===== src/rtl/luhn_generator.sv =====
// Luhn check-digit generator: collects CARD_LEN-1 BCD payload digits, computes
// the mod-10 check digit, then streams the full card out over a ready/valid link.
module luhn_generator #(
  parameter int CARD_LEN = 16
) (
  input  logic       clk,
  input  logic       rst,
  input  logic       start,
  input  logic [3:0] digit_in,
  input  logic       digit_valid,
  output logic       digit_ready,
  output logic [3:0] serial_out,
  output logic       out_valid,
  input  logic       out_ready,
  output logic       out_last,
  output logic [3:0] check_digit,
  output logic       busy,
  output logic       done,
  output logic       err
);

  typedef enum logic [1:0] {IDLE, COLLECT, CALC, EMIT} state_t;

  localparam logic [3:0] LAST_PAY  = 4'(CARD_LEN - 2);
  localparam logic [3:0] LAST_IDX  = 4'(CARD_LEN - 1);
  // Payload digit i is doubled when (CARD_LEN-2-i) is even, i.e. when i and CARD_LEN share parity.
  localparam logic       DBL_PHASE = 1'(CARD_LEN % 2);

  state_t     state, state_nxt;
  logic [3:0] cnt;
  logic [3:0] acc;
  logic [3:0] buffer [16];

  logic       digit_xfer;
  logic       out_xfer;
  logic       bad_digit;
  logic       final_xfer;
  logic [4:0] dbl;
  logic [3:0] weighted;
  logic [4:0] acc_sum;
  logic [3:0] acc_nxt;
  logic [3:0] check_val;

  assign digit_xfer = (state == COLLECT) && digit_valid;
  assign out_xfer   = (state == EMIT) && out_ready;
  assign bad_digit  = digit_in > 4'd9;
  assign final_xfer = out_xfer && (cnt == LAST_IDX);

  // Weighted digit and running mod-10 sum; the accumulator never leaves 0..9.
  always_comb begin
    // NOTE: every always_comb output gets a default first so no path can infer a latch.
    weighted = digit_in;
    dbl      = {digit_in, 1'b0};
    if (cnt[0] == DBL_PHASE) begin
      weighted = (dbl > 5'd9) ? 4'(dbl - 5'd9) : dbl[3:0];
    end
    acc_sum = {1'b0, acc} + {1'b0, weighted};
    acc_nxt = (acc_sum >= 5'd10) ? 4'(acc_sum - 5'd10) : acc_sum[3:0];
  end

  assign check_val = (acc == 4'd0) ? 4'd0 : 4'(4'd10 - acc);

  always_ff @(posedge clk or negedge rst) begin
    // NOTE: state registers use non-blocking assignments so every flop samples pre-edge values.
    if (!rst) state <= IDLE;
    else      state <= state_nxt;
  end

  always_comb begin
    state_nxt = state;
    unique case (state)
      IDLE:    if (start) state_nxt = COLLECT;
      COLLECT: begin
        if (digit_xfer) begin
          if (bad_digit)            state_nxt = IDLE;
          else if (cnt == LAST_PAY) state_nxt = CALC;
        end
      end
      CALC:    state_nxt = EMIT;
      EMIT:    if (final_xfer) state_nxt = IDLE;
      default: state_nxt = IDLE;
    endcase
  end

  // Counter doubles as payload index in COLLECT and output index in EMIT.
  always_ff @(posedge clk or negedge rst) begin
    if (!rst) begin
      cnt         <= '0;
      acc         <= '0;
      check_digit <= '0;
      err         <= 1'b0;
      done        <= 1'b0;
    end else begin
      done <= final_xfer;
      unique case (state)
        IDLE: begin
          if (start) begin
            cnt <= '0;
            acc <= '0;
            err <= 1'b0;
          end
        end
        COLLECT: begin
          if (digit_xfer) begin
            if (bad_digit) begin
              err <= 1'b1;
            end else begin
              acc <= acc_nxt;
              cnt <= (cnt == LAST_PAY) ? 4'd0 : cnt + 4'd1;
            end
          end
        end
        CALC: check_digit <= check_val;
        EMIT: begin
          if (out_xfer) cnt <= final_xfer ? 4'd0 : cnt + 4'd1;
        end
        default: ;
      endcase
    end
  end

  // NOTE: the digit buffer is deliberately not reset; every entry is written before it is read.
  always_ff @(posedge clk) begin
    if (digit_xfer && !bad_digit) buffer[cnt] <= digit_in;
    if (state == CALC)            buffer[LAST_IDX] <= check_val;
  end

  assign digit_ready = (state == COLLECT);
  assign out_valid   = (state == EMIT);
  assign serial_out  = out_valid ? buffer[cnt] : 4'd0;
  assign out_last    = out_valid && (cnt == LAST_IDX);
  assign busy        = (state != IDLE);

endmodule


===== config.mk =====
export PLATFORM = sky130hd
export DESIGN_NAME = luhn_generator
export DESIGN_NICKNAME = d
export VERILOG_FILES = /design/src/rtl/luhn_generator.sv
export SDC_FILE = /design/constraint.sdc
export NUM_CORES = 1
export LEC_CHECK = 0
export CORE_MARGIN = 4
export CORE_UTILIZATION = 61
export CTS_BUF_LIST = sky130_fd_sc_hd__clkbuf_4 sky130_fd_sc_hd__clkbuf_8
export DETAILED_ROUTE_END_ITERATION = 8
export GPL_TIMING_DRIVEN = 1
export PLACE_DENSITY_LB_ADDON = 0.1
export SLEW_MARGIN = 5
export SYNTH_ARGS = -nofsm -noshare
export SYNTH_HDL_FRONTEND = slang
export SYNTH_SLANG_ARGS = --single-unit

===== constraint.sdc =====
create_clock -name clk -period 3.97 [get_ports clk]
set_input_delay 0.397 -clock clk [delete_from_list [all_inputs] [get_ports clk]]
set_output_delay 0.397 -clock clk [all_outputs]
set_load 0.02 [all_outputs]

==> results of run 1 <==
-- critical path, delay by kind of cell --
kind | cells | cell delay [ns]
AOI/OAI and AO/OA | 5 | 1.07
xor gates and xnor gates | 2 | 0.40
adders and majority gates | 3 | 0.90
buffers and inverters | 4 | 0.75
and+or+nand+nor | 1 | 0.24
-- final cells by class --
class / count / area [um^2] / share of cell area [%]
inverter: 12 / 45.0 / 1.03
sequential: 80 / 2320 / 53.2
clock buffer: 9 / 124 / 2.84
clock inverter: 7 / 76.3 / 1.75
tap: 75 / 93.8 / 2.15
multi-input combinational: 166 / 1420 / 32.4
timing repair buffer: 29 / 285 / 6.54
-- power groups by stage --
stage                     Clock, mW  Sequential, mW  Combinational, mW
after global routing          0.658            1.15               1.06
after floorplan                   0            1.06              0.805
after detailed placement          0            1.15              0.963
after CTS                     0.616            1.13              0.966
final                         0.614            1.13              0.963
after global placement            0            1.15              0.939
-- metrics by stage --
stage | hold slack (ns) | worst slack, ns
2_1_floorplan | 0.101 | 0.754
3_3_place_gp | 0.475 | 0.225
3_5_place_dp | 0.467 | 0.137
4_1_cts | 0.490 | 0.493
5_1_grt | 0.522 | 0.295
6_report | 0.468 | 0.453
-- per-layer routing --
layer / GRT usage [%] / share of wire, % / vias to the layer above / wire length, um
met5: 0 / 0 / - / 0
met4: 7.81 / 1.2 / 0 / 87
met3: 3.60 / 5.1 / 9 / 364
met2: 31.8 / 47 / 58 / 3370
met1: 30.3 / 46 / 1109 / 3290
li1: - / - / 1090 / -
-- synth_stat cells, drive strengths merged, types with 8 or more instances --
| cell type | number | share of area [%] |
|---|---|---|
| nor2 | 28 | 2.7 |
| mux4 | 20 | 12 |
| nor3 | 9 | 1.2 |
| nand3 | 9 | 1.2 |
| edfxtp | 64 | 50 |
| o21ai | 10 | 1.3 |
| ha | 10 | 3.3 |
| inv | 12 | 1.2 |
| nand2 | 22 | 2.1 |
| a21oi | 8 | 1.0 |
| clkbuf | 9 | 0.88 |
| dfrtp | 16 | 10 |
-- cell usage in the layout (no fill, tap or decap), types with 2 or more instances in the layout --
cell and instances:
edfxtp_1 64, nor2_1 28, nand2_1 22, clkdlybuf4s50_1 22, mux4_2 16, dfrtp_1 16
inv_1 11, o21ai_0 10, ha_1 10, nand3_1 9, nor3_1 9, clkbuf_8 9
a21oi_1 8, buf_4 6, and2_1 5, a21o_1 4, mux4_1 4, nand2b_1 4
a211o_1 4, xnor2_1 3, inv_6 3, o22a_1 2, or2_2 2, nor2b_1 2
and3_1 2, a32o_1 2
-- cell families after synthesis --
| family | count (synthesis) |
|---|---|
| muxes | 21 |
| DFF | 80 |
| adders and majority gates | 11 |
| xor gates and xnor gates | 3 |
| buffers and inverters | 26 |
| and+or+nand+nor | 86 |
| AOI/OAI and AO/OA | 45 |
-- sequential cells by signal, indices dropped and copies added (netlist names), named ones only --
signal	flops
buffer	64
acc	4
check_digit	4
cnt	4
done	1
err	1
state	1
-- worst paths after layout --
check,end,slack (ns),start
hold / removal,err,0.47,rst
hold reg to reg,check_digit[3],0.48,check_digit[3]
setup reg to reg,acc[1],0.96,cnt[0]
max in group asynchronous,acc[2],3.03,rst
setup / recovery,acc[1],0.45,digit_in[0]
min in group clk,check_digit[3],0.48,check_digit[3]
==> out/qor.txt, run 1 <==
Status = completed
Period minus WS final = 3.52 ns
Crit end category = flip-flop
Crit path DAT = 3.75 ns
Post_cts resized = 0
Fin Setup TNS = 0 ns
Initial cell density of the core = 63.9%
Inst Count DP = 362
Row count = 28
FFs w/ async S/R, synth = 20.0%
Core area = 6030 um^2
Synth Area in Simple Gates = 10.5%
CP Cell Sequence = clkdlybuf4s50_1 -> inv_1 -> ha_1 -> inv_1 -> a21o_1 -> xnor2_1 -> o21ai_0 -> fa_1 -> xnor2_1 -> ha_1 -> inv_1 -> a31o_2 -> a211o_1 -> and4_2 -> a211o_1
Flop pwr share = 41.7%
EDFF count, synth = 64
Synth Area in Adders = 3.77%
Fin area = 4360 um^2
Final Cycle Share = 88.6%
Slew Viols, Final = 0
Mean post-synth cell area = 14.1 um^2
Worst skew pair latency = 0.35 ns
Share of post-route cells with drive strength above 1 = 16.5%
Post-placement cell area = 4160 um^2
Avg WL per Cell = 18.8 um
Layout Utilization = 72.4%
Die height = 87.4 um
Cell count after synthesis = 272
Worst-path maximum fanout = 4
Power share of the clock group = 22.7%
Critical Path Start Type = input pin
Clk slew on worst S/H paths = 0.09 ns
Total power = 2.70 mW
CTS Root Cell = clkbuf_8
Critical Path Max Stage Delay = 0.53 ns
Drc violations = 0
Detailed Place HPWL = 5110 um
Power density cells = 620 nW/um^2
Setup repair bufs after CTS = 0
Final Setup Violations = 0
Library cells used by synthesis = 48
Cell Count, Final, Fillers Out = 378
Slew @ Worst Pin = 1.19 ns
Final hold violation count = 0
CP required = 4.20 ns
# hold bufs at CTS = 0
Max Clock Skew = 0.0122 ns
Largest family of logic cells by synthesized area = multiplexers
Synth Area in Compound Gates = 9.46%
Antenna violations before repair = 0
Area grow syn2layout = 13.3%
Top_reg_cell synth = edfxtp_1
VDD IR max = 0.502 mV
Final #Nets = 318
Vias in the first global route = 2321
CTS tree = built
Crit path top cell by count = inv_1
Switch share = 34.3%
Cell Area, Synth = 3850 um^2
Maximum clock rate = 284 MHz
Pleak = 1.61 nW
FF+latch count, synth = 80
Final WL = 7110 um
Final Wtd Congestion = 0.794
Comb pwr share = 35.6%
Synth warn = 0
# IOs = 23
H-tree levels = 3
Number of fill cells = 388
CTS Buf Count = 9
Part of the Yosys area used for sequential elements = 60.3%
Max-cap violation count = 0
First-iteration detailed-routing DRC count = 137
Critical path type = in2reg
Clock sinks = 80
First-pass GRT wire length = 11700 um
All-layer global routing usage = 20.9%
Post-route ant nets = 0
Via count = 2266
Vias/cell = 5.99
GRT overflow = 0
Die X = 87.4 um
Full die area = 7640 um^2
Largest net degree at the start of global routing = 28
Reg2Reg Depth = 11
Diodes inserted = 0
Multiplexer share of the synthesized area = 12.4%
Syn Nets = 292
Maximum clock path buffer count = 2
XOR/XNOR Fraction of Synth Area = 0.683%
Worst slew margin = 20.7%
Sw power = 927 uW
HP Class = in2async
CP max-delay cell = clkdlybuf4s50_1
Port bufs = 22
RSZ-0062 raised after global routing = no
Internal Power = 1.78 mW
Initial DRT Pass Iterations = 4
(Power assumes the default switching activity.)
==> run 2: changes to the inputs <==
--- a/config.mk
+++ b/config.mk
@@ -5,9 +5,11 @@
 export SDC_FILE = /design/constraint.sdc
 export NUM_CORES = 1
 export LEC_CHECK = 0
+export ABC_CLOCK_PERIOD_IN_PS = 3970
 export CORE_MARGIN = 4
 export CORE_UTILIZATION = 61
 export CTS_BUF_LIST = sky130_fd_sc_hd__clkbuf_4 sky130_fd_sc_hd__clkbuf_8
+export CTS_CLUSTER_SIZE = 8
 export DETAILED_ROUTE_END_ITERATION = 8
 export GPL_TIMING_DRIVEN = 1
 export PLACE_DENSITY_LB_ADDON = 0.1
==> results of run 2 <==
The final DEF is identical to that of run 1; final timing and power are the same.
==> run 3: changes to the inputs <==
--- a/config.mk
+++ b/config.mk
@@ -7,10 +7,10 @@
 export LEC_CHECK = 0
 export ABC_CLOCK_PERIOD_IN_PS = 3970
 export CORE_MARGIN = 4
-export CORE_UTILIZATION = 61
-export CTS_BUF_LIST = sky130_fd_sc_hd__clkbuf_4 sky130_fd_sc_hd__clkbuf_8
+export CORE_UTILIZATION = 59
 export CTS_CLUSTER_SIZE = 8
 export DETAILED_ROUTE_END_ITERATION = 8
+export GPL_ROUTABILITY_DRIVEN = 0
 export GPL_TIMING_DRIVEN = 1
 export PLACE_DENSITY_LB_ADDON = 0.1
 export SLEW_MARGIN = 5
==> run 3 against run 2 <==
Setup slack improved by 0.015 ns. Clock power down 12%. Die area grew 3.1%. Cell area is 0.75% lower. Via count grew 2.1%. Sequential share of layout area is 0.40 points higher.
==> out/qor.txt, run 3 (synthesis gave the netlist of run 1 again) <==
Full die area = 7880 um^2
Drc violations = 0
CTS Root Cell = clkbuf_8
Largest net degree at the start of global routing = 28
Final Cycle Share = 88.2%
# IOs = 23
Final WL = 7380 um
Clock sinks = 80
All-layer global routing usage = 20.8%
Crit end category = flip-flop
Core area = 6350 um^2
Worst-path maximum fanout = 4
Status = completed
Post_cts resized = 0
Setup repair bufs after CTS = 0
Top register by number of flip-flops = buffer
Detailed Place HPWL = 5020 um
Antenna violations before repair = 0
Die X = 88.8 um
Die height = 88.8 um
Diodes inserted = 0
Maximum clock rate = 286 MHz
First-pass GRT wire length = 11900 um
HP Class = in2async
Layout Utilization = 68.2%
Via count = 2314
Slew Viols, Final = 0
Number of fill cells = 440
Post-route ant nets = 0
Port bufs = 22
Clk slew on worst S/H paths = 0.09 ns
Worst slew margin = 26.3%
Initial DRT Pass Iterations = 4
CP required = 4.22 ns
Max Clock Skew = 0.00756 ns
RSZ-0062 raised after global routing = no
Vias/cell = 6.07
GRT overflow = 0
First-iteration detailed-routing DRC count = 274
Critical Path Start Type = input pin
Initial cell density of the core = 60.6%
CTS tree = built
Crit path DAT = 3.75 ns
Maximum clock path buffer count = 2
Final #Nets = 319
Pleak = 1.60 nW
Vias in the first global route = 2228
Power density cells = 603 nW/um^2
Period minus WS final = 3.50 ns
Worst skew pair latency = 0.36 ns
Avg WL per Cell = 19.4 um
Largest register FFs = 64
Fin Setup TNS = 0 ns
Commonest non-fill, non-tap cell in the layout = edfxtp_1
Final hold violation count = 0
Final Setup Violations = 0
CTS Buf Count = 9
Area grow syn2layout = 12.5%
VDD IR max = 0.559 mV
Critical path type = in2reg
Row count = 29
Slew @ Worst Pin = 1.11 ns
Share of post-route cells with drive strength above 1 = 16.1%
H-tree levels = 3
# hold bufs at CTS = 0
Commonest cells after routing, fill and taps aside = 64 x edfxtp_1, 28 x nor2_1, 22 x nand2_1, 22 x clkdlybuf4s50_1
Max-cap violation count = 0
-- run 3: cell count changes in the layout (fill, tap and decap cells not counted), sizes merged --
cell | previous run | this run
inv | 16 | 14
clkinv | 2 | 5
buf | 7 | 8
bufinv | 1 | 0
-- run 3: worst max-delay path, cell delays in order --
cell             delay [ns]
clkdlybuf4s50_1        0.52
inv_1                  0.09
ha_1                   0.22
inv_1                  0.05
a21o_1                 0.15
xnor2_1                0.12
o21ai_0                0.16
fa_1                   0.47
xnor2_1                0.28
ha_1                   0.22
inv_1                  0.08
a31o_2                 0.23
a211o_1                0.30
and4_2                 0.23
a211o_1                0.22
-- run 3: per-layer routing --
metal	wire [um]	vias up	GRT usage (%)
met3	448	13	3.91
met4	149	0	8.52
met2	3450	75	30.0
li1	-	1090	-
met5	0	-	0
met1	3330	1136	31.5
-- run 3: per-stage QoR --
stage	hold WS, ns	worst slack, ns	power [mW]	instance area [um^2]	std cells
CTS	0.504	0.499	2.62	4330	381
global placement	0.478	0.212	2.07	4160	365
global route	0.524	0.276	2.78	4330	381
finish	0.488	0.469	2.61	4330	381
floorplan	0.101	0.754	1.86	3850	272
detailed placement	0.477	0.129	2.09	4160	365
-- run 3: path summary, 6_finish.rpt --
check | startpoint | to | slack, ns | cells past startpoint
max reg2reg | cnt[0] | acc[1] | 0.98 | 11
min | rst | state[0] | 0.49 | 1
max in group asynchronous | rst | check_digit[2] | 2.99 | 1
max | digit_in[0] | acc[1] | 0.47 | 15
min reg2reg | check_digit[3] | check_digit[3] | 0.49 | 1
min in group clk | check_digit[3] | check_digit[3] | 0.49 | 1
-- run 3: power breakdown --
part           switching (mW)  internal (mW)
sequential              0.147          0.980
clock                   0.311          0.227
combinational           0.458          0.486
total                   0.916           1.69
-- run 3: cell type report --
cell class,count,area (um^2),area share [%]
clock buffer,9,124,2.86
clock inverter,7,46.3,1.07
inverter,12,45.0,1.04
multi-input combinational,166,1420,32.7
sequential,80,2320,53.6
tap,77,96.3,2.23
timing repair buffer,30,280,6.47
